[src/rtl/stein_gcd_engine.sv]
// Binary (Stein) GCD engine: start/ready handshake, one reduction step per clk,
// one-cycle done pulse with the result and the REDUCE cycle count.
module stein_gcd_engine #(
  parameter  int WIDTH = 8,
  localparam int K_W   = $clog2(WIDTH + 1),
  localparam int CNT_W = $clog2(2 * WIDTH + 2)
) (
  input  logic             clk,
  input  logic             clr,
  input  logic             start,
  input  logic [WIDTH-1:0] xin,
  input  logic [WIDTH-1:0] yin,
  output logic             ready,
  output logic             busy,
  output logic             done,
  output logic [WIDTH-1:0] gcd,
  output logic [CNT_W-1:0] cycles
);

  typedef enum logic [1:0] {
    S_IDLE,
    S_REDUCE,
    S_DONE
  } state_t;

  state_t           state_q, state_d;
  logic [WIDTH-1:0] x_q, x_d;
  logic [WIDTH-1:0] y_q, y_d;
  logic [K_W-1:0]   k_q, k_d;
  logic [CNT_W-1:0] cnt_q, cnt_d;
  logic [WIDTH-1:0] gcd_q, gcd_d;
  logic [CNT_W-1:0] cyc_q, cyc_d;

  // The larger operand is always the minuend, so these never wrap when used.
  logic [WIDTH-1:0] diff_xy;
  logic [WIDTH-1:0] diff_yx;

  assign diff_xy = x_q - y_q;
  assign diff_yx = y_q - x_q;

  always_ff @(posedge clk) begin
    if (clr) begin
      state_q <= S_IDLE;
      x_q     <= '0;
      y_q     <= '0;
      k_q     <= '0;
      cnt_q   <= '0;
      gcd_q   <= '0;
      cyc_q   <= '0;
    end else begin
      state_q <= state_d;
      x_q     <= x_d;
      y_q     <= y_d;
      k_q     <= k_d;
      cnt_q   <= cnt_d;
      gcd_q   <= gcd_d;
      cyc_q   <= cyc_d;
    end
  end

  always_comb begin
    state_d = state_q;
    x_d     = x_q;
    y_d     = y_q;
    k_d     = k_q;
    cnt_d   = cnt_q;
    gcd_d   = gcd_q;
    cyc_d   = cyc_q;

    case (state_q)
      S_IDLE: begin
        if (start) begin
          x_d     = xin;
          y_d     = yin;
          k_d     = '0;
          cnt_d   = '0;
          state_d = S_REDUCE;
        end
      end

      S_REDUCE: begin
        cnt_d = cnt_q + 1'b1;
        if (x_q == '0) begin
          gcd_d   = y_q << k_q;
          cyc_d   = cnt_q + 1'b1;
          state_d = S_DONE;
        end else if (y_q == '0 || x_q == y_q) begin
          gcd_d   = x_q << k_q;
          cyc_d   = cnt_q + 1'b1;
          state_d = S_DONE;
        end else if (!x_q[0] && !y_q[0]) begin
          x_d = x_q >> 1;
          y_d = y_q >> 1;
          k_d = k_q + 1'b1;
        end else if (!x_q[0]) begin
          x_d = x_q >> 1;
        end else if (!y_q[0]) begin
          y_d = y_q >> 1;
        end else if (x_q > y_q) begin
          x_d = diff_xy >> 1;
        end else begin
          y_d = diff_yx >> 1;
        end
      end

      S_DONE: begin
        state_d = S_IDLE;
      end

      default: begin
        state_d = S_IDLE;
      end
    endcase
  end

  assign ready  = (state_q == S_IDLE);
  assign busy   = (state_q == S_REDUCE);
  assign done   = (state_q == S_DONE);
  assign gcd    = gcd_q;
  assign cycles = cyc_q;

endmodule

[config.mk]
export PLATFORM = sky130hd
export DESIGN_NAME = stein_gcd_engine
export DESIGN_NICKNAME = d
export VERILOG_FILES = /design/src/rtl/stein_gcd_engine.sv
export SDC_FILE = /design/constraint.sdc
export NUM_CORES = 1
export LEC_CHECK = 0
export BUFFER_PORTS_ARGS = -buffer_cell sky130_fd_sc_hd__clkbuf_2
export CORE_MARGIN = 3
export CORE_UTILIZATION = 35
export DETAILED_ROUTE_END_ITERATION = 16
export PLACE_DENSITY = 0.51
export SYNTH_ARGS = -nofsm -noshare
export SYNTH_HDL_FRONTEND = slang
export SYNTH_SLANG_ARGS = --single-unit
export TNS_END_PERCENT = 20
[constraint.sdc]
create_clock -name clk -period 2.73 [get_ports clk]
set_input_delay 0.273 -clock clk [delete_from_list [all_inputs] [get_ports clk]]
set_output_delay 0.273 -clock clk [all_outputs]
set_load 0.005 [all_outputs]
==> metrics.md <==
| Metric | Value |
|---|---|
| PwrDens | `~1500 mW/mm²` |
| Max Fclk | `between 300 and 400 MHz` |
| First-pass GRT wire length | `approximately 15000 µm` |
| Worst Path Required | `between 2000 and 3000 ps` |
| Synth top area share | `26.8%` |
| Final min period | `2610 ps` |
| Cell Count, Final, Fillers Out | `525` |
| Synth Area in Compound Gates | `roughly a quarter` |
| WP data arrival | `about 2800 ps` |
| Yosys top cell by area | `dfxtp_1` |
| HPWL after detailed placement | `~6600 µm` |
| DP Area | `0.00341 mm²` |
| Largest net degree at the start of global routing | `45` |
| Share of layout cells above drive strength 1 | `between 20% and 30%` |
| Critical path fanouts, max | `10` |
| Layout overhead on the synthesized area | `19.6%` |
| Combinational share of power | `a little over two thirds` |
| CTS buffer count | `5` |
| Gpl congestion | `about 0.9` |
| Post-route DRC | `0` |
| Simple-Gate Fraction of Synth Area | `~23%` |
| Vias in the first global route | `2747` |
| Family with the most delay on the worst path | `compound AO/OA/AOI/OAI gates` |
| Startpoint Class | `flip-flop` |
| Clock power share | `between 10% and 20%` |
| Layout Nets | `460` |
| Die ar. | `0.00968 mm²` |
| Synth area leaders | `dfxtp_1 (27%), ha_1 (8.0%), nor2_1 (5.9%)` |
| CORE AREA | `a little over 0.008 mm²` |
| R2R Setup Slk | `between 100 and 150 ps` |
| Length in cells of the worst reg-to-reg path | `8` |
| Status | `complete, no violations` |
| Post-Synth Adder-Cell Area | `under 10%` |
| Post-Synth XOR/XNOR Area | `under 10%` |
| Min-delay src | `xin[7]` |
| Worst slew margin | `between 30% and 40%` |
| Top Ports | `35` |
| Design area | `between 0.003 and 0.004 mm²` |
| Synth warnings | `0` |
| Vias per inst | `roughly 5.5` |
| IO Port Bufs | `34` |
| Worst Tran Pin Value | `between 900 and 1000 ps` |
| Worst hold stages | `3` |
| Post-synth top cells | `nor2_1 (47), dfxtp_1 (40), a21oi_1 (28), nand2_1 (28), ha_1 (19)` |
| Worst-path cell chain | `ha_1 -> fa_2 -> nand2b_4 -> a211oi_4 -> nor2_1 -> a221o_2 -> or3_1 -> o32ai_1` |
| DRT iter0 DRCs | `116` |
| Hold Path End | `x_q[7]` |
| Via count | `a little under 3k` |
| Tot Pwr | `around 5.3 mW` |
| Die height | `a little under 100 µm` |
| Switching power | `between 2 and 3 mW` |
| Maximum Capacitance Violations | `0` |
| Clock-pin slew on the worst setup and hold paths | `about 90 ps` |
| Die width | `approximately 100 µm` |
| Syn avg cell area | `roughly 8 µm²` |
| Synth cell types | `55` |
| Syn nets | `415` |
| Final worst-path cycle share | `a little over nine tenths` |
| Top-count cell post-synth | `nor2_1` |
| Synthesized area | `approximately 0.0030 mm²` |
| Initial antenna violation count | `0` |
| Switching part of the total | `48.6%` |
| Max clock buf depth | `2` |
| Lkg Pwr | `about 1.4 nW` |
| Setup crit end kind | `flip-flop` |
| Hold Path Class | `in2reg` |
| Mux share of post-synthesis cell area | `3.27%` |
| Synth Instances | `between 300 and 400` |
| Synth Flop Type | `dfxtp_1` |
| Flop pwr share | `between 10% and 20%` |
| Unrepaired setup endpoints after global routing | `yes` |
| Final ANT Viol Nets | `0` |
| Reg-to-reg endpoint | `x_q[5]` |
| Largest family of logic cells by synthesized area | `compound AO/OA/AOI/OAI gates` |
| Setup Viol. Count Final | `0` |
| Peak VDD IR | `0.462 mV` |
| Starting Density | `~36%` |
| Slew Limit Fails | `0` |
| Total clock sinks | `40` |
| Placed cells | `just over 500` |
| Hold buffers post-CTS | `0` |
| Setup Skew | `around 9 ps` |
| GRT Overall Usage | `a little under a fifth` |
| Later-pin clock latency in the skew report | `300 ps` |
| Clk root buf | `clkbuf_8` |
| CP bufs+invs | `0` |
| H-tree lvl count | `2` |
| Register area share after synthesis | `a little over a quarter` |
| Slowest cell on the critical path | `a221o_2` |
| Flops & latches, synth | `40` |
| Ant diodes | `0` |
| Final Hold Viols | `0` |
| Worst r2r src | `y_q[0]` |
| Async set-reset flop share out of synthesis | `0%` |
| Fin Hold WS | `about 220 ps` |
| Rows | `33` |
| Max incr delay on CP | `about 470 ps` |
| DRT Pass-1 Iters | `4` |
| Average wire per standard cell | `roughly 17 µm` |
| Post-synth EDFFs | `0` |
| WS Path Type | `reg2reg` |
| Internal power | `2.71 mW` |
| CTS tree | `done` |
| Gr ovfl total | `0` |
| Routed WL | `between 8000 and 9000 µm` |
[metal layers]
layer	up-vias	track usage (%)	wire, µm
met5	-	0	0
met4	0	4.31	120
met3	10	3.14	364
met2	61	29.7	3900
met1	1343	25.9	4390
li1	1468	-	-
[power groups by stage]
| stage | clock (mW) | sequential, mW | combinational (mW) |
|---|---|---|---|
| after floorplan | 0 | 0.965 | 2.56 |
| after global placement | 0 | 0.957 | 3.63 |
| after detailed placement | 0 | 0.962 | 3.63 |
| after CTS | 0.619 | 0.949 | 3.64 |
| after global routing | 0.628 | 0.977 | 4.16 |
| final | 0.594 | 0.950 | 3.72 |
[flip-flops by register name, indices dropped and copies added (netlist names)]
signal and cells:
cnt_q 5, cycles 5, state_q 2, y_q 8
gcd 8, x_q 8, k_q 4
[metrics by stage]
step / setup WS (ps) / utilization [%] / TNS [ps]
2_1_floorplan: 21.0 / - / 0
3_3_place_gp: 63.0 / 41.3 / 0
3_5_place_dp: -27.6 / 41.3 / -27.6
4_1_cts: 11.5 / 42.9 / 0
5_1_grt: -25.3 / 43.3 / -25.3
6_report: 122 / 43.3 / 0
[placed cells by master (no fill, tap or decap), types with 5 or more instances in the layout]
master and instances:
nor2_1 47, nor3_1 8, nor4_1 6, clkbuf_8 5
xor2_1 5, a21o_1 6, inv_1 18, a22oi_1 6
a221oi_1 13, buf_4 32, or3_1 7, a31oi_1 7
clkbuf_2 34, nand2b_1 6, nand2_1 28, ha_1 18
xnor2_1 11, nand3_1 10, a21oi_1 28, o21ai_0 12
dfxtp_1 40, a211oi_1 10
[logic make-up after synthesis]
family,Yosys count
flops,40
fa+ha+maj,21
simple gates,136
xor+xnor,16
buf+inv,46
mux,7
compound gates,109
[timing repair]
| action | in CTS | in global routing |
|---|---|---|
| resized for setup | 1 | 5 |
| setup endpoints to repair | 3 | 21 |
| gates cloned | 0 | 0 |
| pin swaps | 0 | 2 |
| setup buffers | 0 | 1 |
| hold endpoints to repair | 0 | 0 |
[worst min-delay path, stage by stage]
cell and delay (ps):
clkbuf_2 90, nand3_1 60, a21oi_1 60
[area by class of cell]
type	count	area, µm²
multi-input cells	289	2030
flip-flops and latches	40	801
inverters	18	67.6
well taps	105	131
clock buffers	5	68.8
repair buffers	66	410
fillers	842	4680
clock inverters	2	60.1
[worst max path at each step]
stage / from / end / slack (ps) / depth (start not counted)
3_5_place_dp: y_q[7] / x_q[2] / -30 / 8
6_report: y_q[0] / x_q[5] / 120 / 8
5_1_grt: x_q[0] / x_q[5] / -30 / 9
4_1_cts: y_q[7] / y_q[4] / 10 / 8
3_3_place_gp: y_q[7] / x_q[2] / 60 / 8
2_1_floorplan: x_q[0] / x_q[5] / 20 / 11
Power figures use the tool's default switching activity.
